[src/rtl/sd_cmd_engine.sv]
// SD command-line engine: clock divider, CRC7-framed command serialiser, response capture
// with timeout/CRC checking, and a register-driven bit-bang mode for the SD pins.
module sd_cmd_engine #(
  parameter int unsigned DIV_RESET = 124,
  parameter int unsigned TIMEOUT   = 64,
  parameter int unsigned DIV_WIDTH = 16
) (
  input  logic        i_clock,
  input  logic        i_reset,
  input  logic        i_request,
  input  logic        i_rw,
  input  logic [2:0]  i_address,
  input  logic [31:0] i_wdata,
  output logic [31:0] o_rdata,
  output logic        o_ready,
  output logic        SD_CLK,
  input  logic        SD_CMD_in,
  output logic        SD_CMD_out,
  output logic        SD_CMD_oe,
  input  logic [3:0]  SD_DAT_in,
  output logic [3:0]  SD_DAT_out,
  output logic        SD_DAT_oe
);
  localparam int unsigned TO_W = $clog2(TIMEOUT + 1);

  typedef enum logic [2:0] {S_IDLE, S_SEND, S_WAIT, S_RECV, S_CHECK, S_FINISH} state_e;

  // CRC7 (x^7 + x^3 + 1), register starts at zero, data MSB first
  function automatic logic [6:0] crc7(input logic [39:0] d);
    logic [6:0] c;
    logic       fb;
    c = '0;
    for (int i = 39; i >= 0; i--) begin
      fb = d[i] ^ c[6];
      c  = {c[5:0], 1'b0} ^ (fb ? 7'h09 : 7'h00);
    end
    return c;
  endfunction

  state_e               state_q;
  logic [DIV_WIDTH-1:0] div_q, cnt_q;
  logic [31:0]          arg_q, rdata_q;
  logic [1:0]           rtype_q;
  logic                 busy_q, done_q, tout_q, crc_err_q, ready_q;
  logic [3:0][31:0]     resp_q;
  logic [7:0]           bb_q;
  logic                 bb_en_q;
  logic                 sclk_q, cmd_out_q, cmd_oe_q;
  logic [47:0]          tx_q;
  logic [135:0]         rx_q;
  logic [7:0]           bit_q;
  logic [TO_W-1:0]      wcnt_q;
  logic [2:0]           fcnt_q;

  logic        edge_c, rise_c, fall_c, wr_c, start_c, crc_bad_c;
  logic [7:0]  rlen_c, bb_rd_c;
  logic [39:0] cmd40_c;
  logic [47:0] frame_c;
  logic [31:0] rd_c;
  logic        unused_c;

  // SD_CLK edge events: the divider counter wraps on the cycle the clock toggles
  assign edge_c  = busy_q && (cnt_q == div_q);
  assign rise_c  = edge_c && !sclk_q;
  assign fall_c  = edge_c && sclk_q;
  assign wr_c    = i_request && i_rw;
  assign start_c = wr_c && (i_address == 3'd0) && i_wdata[8] && !busy_q && !bb_en_q;
  assign rlen_c  = (rtype_q == 2'b10) ? 8'd135 : 8'd47;
  assign cmd40_c = {2'b01, i_wdata[5:0], arg_q};
  assign frame_c = {cmd40_c, crc7(cmd40_c), 1'b1};
  assign bb_rd_c = {bb_q[2] ? bb_q[7:4] : SD_DAT_in, bb_q[1] ? bb_q[3] : SD_CMD_in, bb_q[2:0]};
  assign unused_c = &{1'b0, i_wdata[31:17], rx_q[135]};

  always_comb begin
    crc_bad_c = !rx_q[0];
    if (rtype_q == 2'b01 && crc7(rx_q[47:8]) != rx_q[7:1]) crc_bad_c = 1'b1;
  end

  always_comb begin
    rd_c = '0;
    case (i_address)
      3'd0:    rd_c = {28'd0, crc_err_q, tout_q, done_q, busy_q};
      3'd1:    rd_c = arg_q;
      3'd2:    rd_c = 32'(div_q);
      3'd3:    rd_c = {15'd0, bb_en_q, 8'd0, bb_rd_c};
      default: rd_c = resp_q[i_address[1:0]];
    endcase
  end

  always_ff @(posedge i_clock or posedge i_reset) begin
    if (i_reset) begin
      state_q   <= S_IDLE;
      div_q     <= DIV_WIDTH'(DIV_RESET);
      cnt_q     <= '0;
      arg_q     <= '0;
      rdata_q   <= '0;
      rtype_q   <= '0;
      busy_q    <= 1'b0;
      done_q    <= 1'b0;
      tout_q    <= 1'b0;
      crc_err_q <= 1'b0;
      ready_q   <= 1'b0;
      resp_q    <= '0;
      bb_q      <= '0;
      bb_en_q   <= 1'b0;
      sclk_q    <= 1'b0;
      cmd_out_q <= 1'b1;
      cmd_oe_q  <= 1'b0;
      tx_q      <= '0;
      rx_q      <= '0;
      bit_q     <= '0;
      wcnt_q    <= '0;
      fcnt_q    <= '0;
    end else begin
      ready_q <= i_request;
      if (i_request && !i_rw) rdata_q <= rd_c;
      if (wr_c) begin
        case (i_address)
          3'd0: if (!busy_q) rtype_q <= i_wdata[7:6];
          3'd1: if (!busy_q) arg_q <= i_wdata;
          3'd2: if (!busy_q) div_q <= i_wdata[DIV_WIDTH-1:0];
          3'd3: begin
            bb_q    <= (bb_q & ~i_wdata[15:8]) | i_wdata[7:0];
            bb_en_q <= i_wdata[16];
          end
          default: ;
        endcase
      end

      if (!busy_q) begin
        cnt_q  <= '0;
        sclk_q <= 1'b0;
      end else if (edge_c) begin
        cnt_q  <= '0;
        sclk_q <= ~sclk_q;
      end else begin
        cnt_q <= cnt_q + DIV_WIDTH'(1);
      end

      case (state_q)
        S_IDLE: if (start_c) begin
          busy_q    <= 1'b1;
          done_q    <= 1'b0;
          tout_q    <= 1'b0;
          crc_err_q <= 1'b0;
          tx_q      <= frame_c;
          cmd_out_q <= frame_c[47];
          cmd_oe_q  <= 1'b1;
          bit_q     <= '0;
          state_q   <= S_SEND;
        end
        S_SEND: if (fall_c) begin
          if (bit_q == 8'd47) begin
            cmd_oe_q  <= 1'b0;
            cmd_out_q <= 1'b1;
            wcnt_q    <= '0;
            fcnt_q    <= '0;
            state_q   <= (rtype_q == 2'b00) ? S_FINISH : S_WAIT;
          end else begin
            tx_q      <= {tx_q[46:0], 1'b0};
            cmd_out_q <= tx_q[46];
            bit_q     <= bit_q + 8'd1;
          end
        end
        S_WAIT: if (rise_c) begin
          if (!SD_CMD_in) begin
            rx_q    <= {rx_q[134:0], 1'b0};
            bit_q   <= 8'd1;
            state_q <= S_RECV;
          end else if (wcnt_q == TO_W'(TIMEOUT - 1)) begin
            tout_q  <= 1'b1;
            state_q <= S_FINISH;
          end else begin
            wcnt_q <= wcnt_q + TO_W'(1);
          end
        end
        S_RECV: if (rise_c) begin
          rx_q <= {rx_q[134:0], SD_CMD_in};
          if (bit_q == rlen_c) state_q <= S_CHECK;
          else bit_q <= bit_q + 8'd1;
        end
        S_CHECK: begin
          crc_err_q <= crc_bad_c;
          if (rtype_q == 2'b10) begin
            resp_q <= rx_q[127:0];
          end else begin
            resp_q[0] <= rx_q[39:8];
            resp_q[1] <= {24'd0, rx_q[47:40]};
          end
          fcnt_q  <= '0;
          state_q <= S_FINISH;
        end
        S_FINISH: if (fall_c) begin
          if (fcnt_q == 3'd7) begin
            busy_q  <= 1'b0;
            done_q  <= 1'b1;
            state_q <= S_IDLE;
          end else begin
            fcnt_q <= fcnt_q + 3'd1;
          end
        end
        default: state_q <= S_IDLE;
      endcase
    end
  end

  // Bit-bang mode hands the pins straight to the BITBANG register
  assign SD_CLK     = bb_en_q ? bb_q[0] : sclk_q;
  assign SD_CMD_out = bb_en_q ? bb_q[3] : cmd_out_q;
  assign SD_CMD_oe  = bb_en_q ? bb_q[1] : cmd_oe_q;
  assign SD_DAT_out = bb_en_q ? bb_q[7:4] : 4'h0;
  assign SD_DAT_oe  = bb_en_q & bb_q[2];
  assign o_rdata    = rdata_q;
  assign o_ready    = ready_q;

endmodule
[config.mk]
export PLATFORM = sky130hd
export DESIGN_NAME = sd_cmd_engine
export DESIGN_NICKNAME = d
export VERILOG_FILES = /design/src/rtl/sd_cmd_engine.sv
export SDC_FILE = /design/constraint.sdc
export NUM_CORES = 1
export LEC_CHECK = 0
export ABC_AREA = 1
export BUFFER_PORTS_ARGS = -buffer_cell sky130_fd_sc_hd__buf_2
export CAP_MARGIN = 15
export CORE_ASPECT_RATIO = 0.9
export CORE_MARGIN = 2
export CORE_UTILIZATION = 45
export DETAILED_ROUTE_END_ITERATION = 8
export PLACE_DENSITY = 0.58
export SETUP_SLACK_MARGIN = 0.4
export SYNTH_ARGS = -nofsm -noshare
export SYNTH_HDL_FRONTEND = slang
export SYNTH_SLANG_ARGS = --single-unit
export TNS_END_PERCENT = 10
[constraint.sdc]
create_clock -name i_clock -period 22.2 [get_ports i_clock]
set_input_delay 3.33 -clock i_clock [delete_from_list [all_inputs] [get_ports i_clock]]
set_output_delay 3.33 -clock i_clock [all_outputs]
set_load 0.1 [all_outputs]
# Yosys cells after proc, flatten, opt, wreduce, memory -nomap -nowiden

Cells that the tools add are included.

Register bits: 439
Output and inout port bits: 41
Input bits: 44

Reduce and logical (&&, ||, !) cells: 42
Mux-type cells: 152
Equal/unequal tests: 33
$add $sub $neg: 4
Order comparisons: 1
Bitwise gates (word level): 159

Operators by type and width:

| kind                  | count |
|---|---|
| $xor 7x4->7           | 73 |
| $mux 128              | 3 |
| $mux 4                | 80 |
| $pmux 128 s2          | 1 |
| $mux 47               | 3 |
| $pmux 32 s4           | 1 |
| $pmux 47 s2           | 1 |
| $xor 1x1->1           | 71 |
| $bmux 32 s2           | 1 |
| $mux 64               | 1 |
| $mux 8                | 8 |
| $mux 3                | 15 |
| $mux 7                | 5 |
| $mux 16               | 2 |
| $mux 32               | 1 |
| $pmux 8 s4            | 1 |
| $ne 2x2->1 const B    | 15 |
| $mux 1                | 20 |
| $pmux 3 s6            | 1 |
| $add 16x1->16 const B | 1 |
| $eq 16x16->1          | 1 |
| $reduce_and 4->1      | 4 |
| $pmux 7 s2            | 1 |
| $eq 3x2->1 const B    | 4 |
| 38 further kinds      | 77 |

# Longest topological paths before layout

Gate-level depths: netlist of run 1.

Depth in word-level cells: 117
Depth in mapped cells: 32
Gate-level depth less buffers: 32

# Worst setup path after synthesis of run 1

No wires, ideal clock.

Kind: register -> output
Start: register bb_en_q
End: output SD_CLK
Data arrival time: 2.700 ns
Cell stages (with the launch flop): 3
Buffers on the path: 1
Setup slack: 16.170 ns
Data required time: 18.870 ns
Cell sequence: dfrtp_1 -> clkbuf_1 -> o21ai_0

Cells in the longest elaborated chain, start to end: 1

RTL lines:

| element                | line | source |
|---|---|---|
| from (decl)            | 47   | `logic bb_en_q;` |
| from (signal assigned) | 124  | `bb_en_q <= i_wdata[16];` |
| $mux 1                 | 208  | `assign SD_CLK = bb_en_q ? bb_q[0] : sclk_q;` |
| to (decl)              | 16   | `output logic SD_CLK,` |

No other way between the ends.

# Worst setup path in the final report of run 1

Start: input i_address[1]
End: register arg_q[23]

Cells in the longest elaborated chain, start to end: 2

RTL lines:

| element                           | line | source |
|---|---|---|
| from (decl)                       | 12   | `input logic [2:0] i_address,` |
| $eq 3x1->1                        | 118  | `case (i_address)` |
| $reduce_and 3->1 (no source line) | n/a  |  |
| to (signal assigned)              | 120  | `3'd1: if (!busy_q) arg_q <= i_wdata;` |
| to (decl)                         | 42   | `logic [31:0] arg_q, rdata_q;` |

No other way between the ends.
A chain may end at the register's enable or synchronous reset.

==> results_dict.tcl, run 1 <==
set metrics [dict create \
    clkSlewWorstSetupHoldPaths_ps 60 \
    place_congestion 0.892 \
    final_nets 2842 \
    outcome "completed" \
    seqCellArea_mm2 0.0110 \
    fin_crit_sh_pct 27.1 \
    synth_top_cells_by_area "dfrtp_1 (50%), nand2_1 (13%), o21ai_0 (11%)" \
    synthArstFlopShare_pct 100 \
    comb_power_share_pct 42.4 \
    syn-instance-count 2768 \
    fin_crit_ps 6010 \
    cp_data_arrival_time_ps 6500 \
    crit_path_end_kind "flip-flop" \
    core_area_mm2 0.0477 \
    hold_end "o_rdata[2]$_DFFE_PP0P_" \
    cp_max_fo 66 \
    avgSynthCellArea_um2 7.85 \
    use_met1_pct 35.5 \
    hold_class "reg2reg" \
    via_per_inst 5.26 \
    reg2regPathDepth 16 \
    tritoncts "done" \
    grt_first_pass_wirelength_mm 96.0 \
    pwr-share-seq_pct 32.6 \
    synth_edf_count 0 \
    diodes 0 \
    clk_latency_ps 610 \
    clk_path_buf_depth 3 \
    crit-reg2reg-launch "rtype_q[0]$_DFFE_PP0P_" \
    cts_buffers 49 \
    power.switching_uw 1320 \
    pwr-share-clk_pct 25.1 \
    final_core_utilization_pct 50.6 \
    slew_headroom_pct 30.1 \
    cts.htree.levels 2 \
    yosys-mux-area-fraction_pct 0.518 \
    synth_compound_area_share_pct 17.4 \
    grt_max_degree 169 \
    post-cts-setup-buffers 0 \
    min_from "o_rdata[2]$_DFFE_PP0P_" \
    fin_skew_ps 34.9 \
    critPathSlowestCell "nand2_2" \
    p_int_uw 1810 \
    tightest_slew_ps 1050 \
    root_buffer "clkbuf_16" \
    netlist_area_mm2 0.0217 \
    firstDrtPassIters 5 \
    yosys.area_share.simple_pct 19.3 \
    synth_top_area_cell "dfrtp_1" \
    synthXorXnorAreaFrac_pct 3.49 \
    rr_endpoint "bit_q[7]$_DFFE_PP0P_" \
    track_usage_pct 24.3 \
    setup_viol 0 \
    wl_per_cell_um 17.3 \
    ant_nets 0 \
    max_freq_mhz 166 \
    slew_violations 0 \
    grt_pass1_vias 17425 \
    multi_input_area_mm2 0.00895 \
    synth.most_common_cell "nand2_1" \
    syn2layout_area_growth_pct 11.2 \
    synth_fa_ha_area_share_pct 0.288 \
    synthFlopType "dfrtp_1" \
    dieHeight_um 212 \
    drc 0 \
    hold_viol_final 0 \
    use_met2_pct 38.0 \
    max_stage_delay_ps 910 \
    crit_family "simple AND/OR/NAND/NOR gates" \
    fp-row-count 76 \
    busiest_layer "met2" \
    io_buffers 84 \
    path_buf_inv 3 \
    cts.sinks 439 \
    ioPinCount 85 \
    critical_path_class "in2reg" \
    routed_wl_mm 59.7 \
    hold_buffers 0 \
    ys_seq_area_share_pct 50.6 \
    syn_nets 2817 \
    power_per_cell_area_mw_per_mm2 129 \
    hold_depth 2 \
    synth_top_area_share_pct 49.9 \
    worst_setup_path_start_kind "input pin" \
    post-dp-hpwl_mm 41.6 \
    die_x_um 236 \
    grtUsageMet3_pct 3.04 \
    antenna_found_initial 0 \
    crit_chain "buf_2, buf_4, nor2_1, nand2_1, clkinv_1, nand2_2, mux2_2" \
    fin_setup_tns_ps 0 \
    synth.distinct_cells 43 \
    synth_top_family_by_area "simple AND/OR/NAND/NOR gates" \
    cts_resized 0 \
    initial_core_util_pct 45.5 \
    netlist_top_cells_count "nand2_1 (745), o21ai_0 (495), dfrtp_1 (433)" \
    leakagePower_uw 0.0113 \
    grt-ovfl-total 0 \
    fillerInstances 4612 \
    dieArea_mm2 0.0500 \
    drtIter0Drc 1528 \
    yosys_warnings 0 \
    vias 18148 \
    ir_drop_uv 144 \
    ff2ff_setup_slack_ps 18020 \
    ys_ff_latch 439 \
    rsz0062_at_grt "false" \
    worst_ep_required_time_ps 22680 \
    cap_violations 0 \
    switching_share_pct 42.2 \
    drive_gt1_share_pct 7.88 \
]
[layer usage]
layer | up-vias | share of wire, %
li1 | 8963 | -
met1 | 8687 | 48
met2 | 408 | 44
met3 | 90 | 4.8
met4 | 0 | 2.5
met5 | - | 0
[stage by stage]
stage	cells	power (uW)	area [um^2]	hold WS [ps]	worst slack, ps
after floorplan	2768	2060	21700	448	6650
after global placement	3366	2320	22600	462	15690
after detailed placement	3366	2350	22600	461	15610
after CTS	3453	3140	24200	478	16230
after global routing	3453	3360	24200	502	15690
final	3453	3130	24200	477	16190
[kinds of logic after synthesis]
group / Yosys count
compound gates: 701
xor+xnor: 68
fa+ha+maj: 5
buf+inv: 486
flops: 439
mux: 10
simple gates: 1059
[worst max path at each step]
stage,start,to,depth (start not counted)
CTS,i_address[1],arg_q[23]$_DFFE_PP0P_,7
global placement,i_address[1],bit_q[7]$_DFFE_PP0P_,17
detailed placement,i_address[1],arg_q[28]$_DFFE_PP0P_,7
floorplan,i_reset,arg_q[0]$_DFFE_PP0P_,1
finish,i_address[1],arg_q[23]$_DFFE_PP0P_,7
global route,i_address[1],bit_q[7]$_DFFE_PP0P_,17
[placed cells by master, fill, tap and decap left out, drive strengths merged, types with 10 or more instances in the layout]
cell	instances
inv	353
nor2	162
nor3	18
xor2	34
nand3	113
a31oi	19
nand2	751
a21oi	87
o211ai	41
xnor2	34
mux2	10
buf	101
a221oi	11
clkinv	13
clkbuf	79
o22ai	28
o21ai	497
dfrtp	433
[sequential cells by signal, summed over array words and instances, names as in the netlist]
signal and cells:
resp_q 128, rx_q 128, tx_q 47, arg_q 32
o_rdata 32, cnt_q 16, div_q 16, bb_q 8
bit_q 8, wcnt_q 7, fcnt_q 3, state_q 3
rtype_q 2, bb_en_q 1, busy_q 1, cmd_oe_q 1
cmd_out_q 1, crc_err_q 1, done_q 1, o_ready 1
sclk_q 1, tout_q 1
[worst register-to-register path: stages (launching register included)]
cell      delay (ps)
dfrtp_1          410
nor2_2           120
buf_4            400
clkinv_1         950
nand3_1          270
o21ai_0          110
nand3_1          130
o221ai_1         110
nor3_1           580
inv_1            180
nor3_1           230
inv_1             80
nor3_1           140
inv_1             70
nor2_1           110
o21ai_0           90
a21oi_1          120
[final cells by class]
class / count / area share (%)
Sequential cell: 439 / 45.5
Multi-Input combinational cell: 1843 / 37.0
Timing Repair Buffer: 101 / 2.32
Inverter: 359 / 5.61
Clock buffer: 79 / 5.83
Clock inverter: 8 / 0.482
Tap cell: 624 / 3.23
[power groups by stage]
stage | logic (uW) | registers, uW | clock network, uW
after floorplan | 1010 | 1050 | 0
after global placement | 1290 | 1030 | 0
after detailed placement | 1310 | 1030 | 0
after CTS | 1320 | 1020 | 802
after global routing | 1490 | 1030 | 835
final | 1320 | 1020 | 783
No activity file was read; power rests on OpenSTA's default activity.
==> run 2, diff against run 1 <==
--- a/config.mk
+++ b/config.mk
@@ -5,14 +5,14 @@
 export SDC_FILE = /design/constraint.sdc
 export NUM_CORES = 1
 export LEC_CHECK = 0
-export ABC_AREA = 1
+export ABC_AREA = 0
 export BUFFER_PORTS_ARGS = -buffer_cell sky130_fd_sc_hd__buf_2
 export CAP_MARGIN = 15
 export CORE_ASPECT_RATIO = 0.9
 export CORE_MARGIN = 2
 export CORE_UTILIZATION = 45
 export DETAILED_ROUTE_END_ITERATION = 8
-export PLACE_DENSITY = 0.58
+export PLACE_DENSITY = 0.61
 export SETUP_SLACK_MARGIN = 0.4
 export SYNTH_ARGS = -nofsm -noshare
 export SYNTH_HDL_FRONTEND = slang
==> constraint.sdc (replaced) <==
create_clock -name i_clock -period 5.5 [get_ports i_clock]
set_input_delay 0.825 -clock i_clock [delete_from_list [all_inputs] [get_ports i_clock]]
set_output_delay 0.825 -clock i_clock [all_outputs]
set_load 0.1 [all_outputs]
==> run 2 against run 1 <==
Sequential share of layout area increased by 1.2 points. Flip-flop and latch count unchanged. Routed wire length is 13% lower. Total power rose to 3.5 times the previous value.
==> results_dict.tcl, run 2 <==
set metrics [dict create \
    hold_end "o_ready$_DFF_PP0_" \
    firstDrtPassIters 5 \
    min_from "i_request" \
    post-dp-hpwl_mm 35.3 \
    cp_data_arrival_time_ps 4130 \
    ir_drop_uv 426 \
    routed_wl_mm 52.0 \
    root_buffer "clkbuf_16" \
    reg2regPathDepth 7 \
    synth_top_cells_by_area "dfrtp_1 (52%), mux2_2 (13%), nand2_1 (5.0%)" \
    hold_depth 1 \
    dieArea_mm2 0.0483 \
    worst_setup_path_start_kind "flip-flop" \
    max_stage_delay_ps 680 \
    clk_latency_ps 580 \
    clkSlewWorstSetupHoldPaths_ps 60 \
    max_freq_mhz 272 \
    synthFlopType "dfrtp_1" \
    rsz0062_at_grt "false" \
    crit_path_end_kind "flip-flop" \
    dieHeight_um 209 \
    drive_gt1_share_pct 25.5 \
    fin_crit_sh_pct 66.7 \
    die_x_um 232 \
    path_buf_inv 1 \
    netlist_area_mm2 0.0210 \
    fin_crit_ps 3670 \
    drtIter0Drc 1000 \
    syn2layout_area_growth_pct 12.4 \
    setup_viol 0 \
    fillerInstances 4159 \
    ys_ff_latch 439 \
    synth.most_common_cell "dfrtp_1" \
    synth_edf_count 0 \
    design_area_mm2 0.0236 \
    grt_max_degree 161 \
    holdWs_ps 404 \
    fp-row-count 75 \
    vias 14010 \
    tightest_slew_ps 968 \
    cts_buffers 47 \
    grt-ovfl-total 0 \
    power_uw 11000 \
    track_usage_pct 21.9 \
    via_per_inst 5.59 \
    synth_top_area_cell "dfrtp_1" \
    ys_seq_area_share_pct 52.4 \
    worst_ep_required_time_ps 5960 \
    ioPinCount 85 \
    antenna_found_initial 1 \
    critical_path_class "reg2reg" \
    cp_max_fo 63 \
    leakagePower_uw 0.0110 \
    initial_core_util_pct 45.3 \
    rr_endpoint "rx_q[77]$_DFFE_PP0P_" \
    hold_viol_final 0 \
    yosys_warnings 0 \
    crit-reg2reg-launch "div_q[4]$_DFFE_PP1P_" \
    drc 0 \
    post-cts-setup-buffers 0 \
    synth_top_area_share_pct 51.7 \
    crit_family "simple AND/OR/NAND/NOR gates" \
    fin_setup_tns_ps 0 \
    netlist_top_cells_count "dfrtp_1 (433), nand2_1 (282), mux2_2 (245)" \
    syn_nets 1862 \
    avgSynthCellArea_um2 11.6 \
    place_congestion 0.863 \
    grt_pass1_vias 13851 \
    slew_violations 0 \
    grt_first_pass_wirelength_mm 82.1 \
    hold_buffers 0 \
    largestRegisters "resp_q (128), rx_q (128), tx_q (47)" \
    power_per_cell_area_mw_per_mm2 468 \
    cap_violations 0 \
    io_buffers 84 \
    crit_top_cell "nor4_1" \
    core_area_mm2 0.0463 \
    wl_per_cell_um 20.8 \
    syn-instance-count 1813 \
    layout_commonest_cell "dfrtp_1" \
    final_nets 1902 \
    diodes 0 \
    slew_headroom_pct 35.4 \
    critPathSlowestCell "a21boi_4" \
    synthArstFlopShare_pct 100 \
    final_core_utilization_pct 50.9 \
    outcome "completed" \
    cts_resized 0 \
    clk_path_buf_depth 3 \
    ff2ff_setup_slack_ps 1830 \
    hold_class "in2reg" \
    cts.sinks 439 \
    synth.distinct_cells 51 \
    tritoncts "done" \
    cts.htree.levels 2 \
    fin_skew_ps 17.3 \
    ant_nets 0 \
    placed_cell_area_mm2 0.0220 \
    crit_chain "xor2_1, nor4_1, nand4_1, nor4_1, a21boi_4, buf_12, mux2_2" \
    mostFrequentLayoutCells "dfrtp_1 (433), nand2_1 (282), mux2_2 (245), nor2_1 (146), a31oi_1 (87)" \
]
[run 2: cell types whose count changed after synthesis, sizes merged, moves of 39 or more]
cell    previous run  this run
nand3            113        40
a21oi             87        29
mux2              10       246
xnor2             34        75
o211ai            41         2
inv              353        18
o21ai            497        57
nand2            751       282
a31oi             19        87
[run 2: how the worst max path moves through the flow]
stage	endpoint	slack (ps)	start	cells after the start
after floorplan	arg_q[0]$_DFFE_PP0P_	-1250	i_reset	1
after global placement	tx_q[1]$_DFFE_PP0P_	1820	i_wdata[0]	8
after detailed placement	tx_q[1]$_DFFE_PP0P_	1760	i_wdata[0]	8
after CTS	rx_q[77]$_DFFE_PP0P_	1860	cnt_q[7]$_DFF_PP0_	7
after global routing	wcnt_q[5]$_DFFE_PP0P_	1570	bit_q[0]$_DFFE_PP0P_	8
final	rx_q[77]$_DFFE_PP0P_	1830	div_q[4]$_DFFE_PP1P_	7
[run 2: cell type report]
cell class | instances | area [um^2] | share of cell area [%]
Sequential cell | 439 | 11000 | 46.7
Multi-Input combinational cell | 1239 | 9510 | 40.3
Clock buffer | 73 | 1400 | 5.92
Tap cell | 616 | 771 | 3.27
Timing Repair Buffer | 108 | 663 | 2.81
Clock inverter | 12 | 164 | 0.696
Inverter | 18 | 71.3 | 0.303
[run 2: report_power, final]
part,internal (uW),leakage (uW),switching [uW]
clock,1890,0.000759,1310
combinational,1550,0.00439,2040
sequential,3750,0.00586,494
total,7190,0.0110,3850
[run 2: cell families (layout without fill, tap and decap cells)]
family	count (synthesis)	after routing	synth area share, %
simple gates	544	544	11.0
flops	439	439	52.4
mux	293	293	17.6
compound gates	239	239	7.11
xor+xnor	158	158	9.14
buf+inv	135	211	2.50
fa+ha+maj	5	5	0.298
[run 2: per-stage QoR]
step,worst slack (ps),instances
after global routing,1570,2505
final,1830,2505
after global placement,1820,2420
after detailed placement,1760,2420
after floorplan,-1250,1813
after CTS,1860,2505
[run 2: per-layer routing]
layer	up-vias	share of wire, %	GRT usage, %	wire (um)
met3	82	5.5	4.34	2850
met1	7150	45	31.3	23600
met4	0	2.4	6.05	1270
li1	6421	-	-	-
met5	-	0	0	0
met2	357	47	34.3	24300
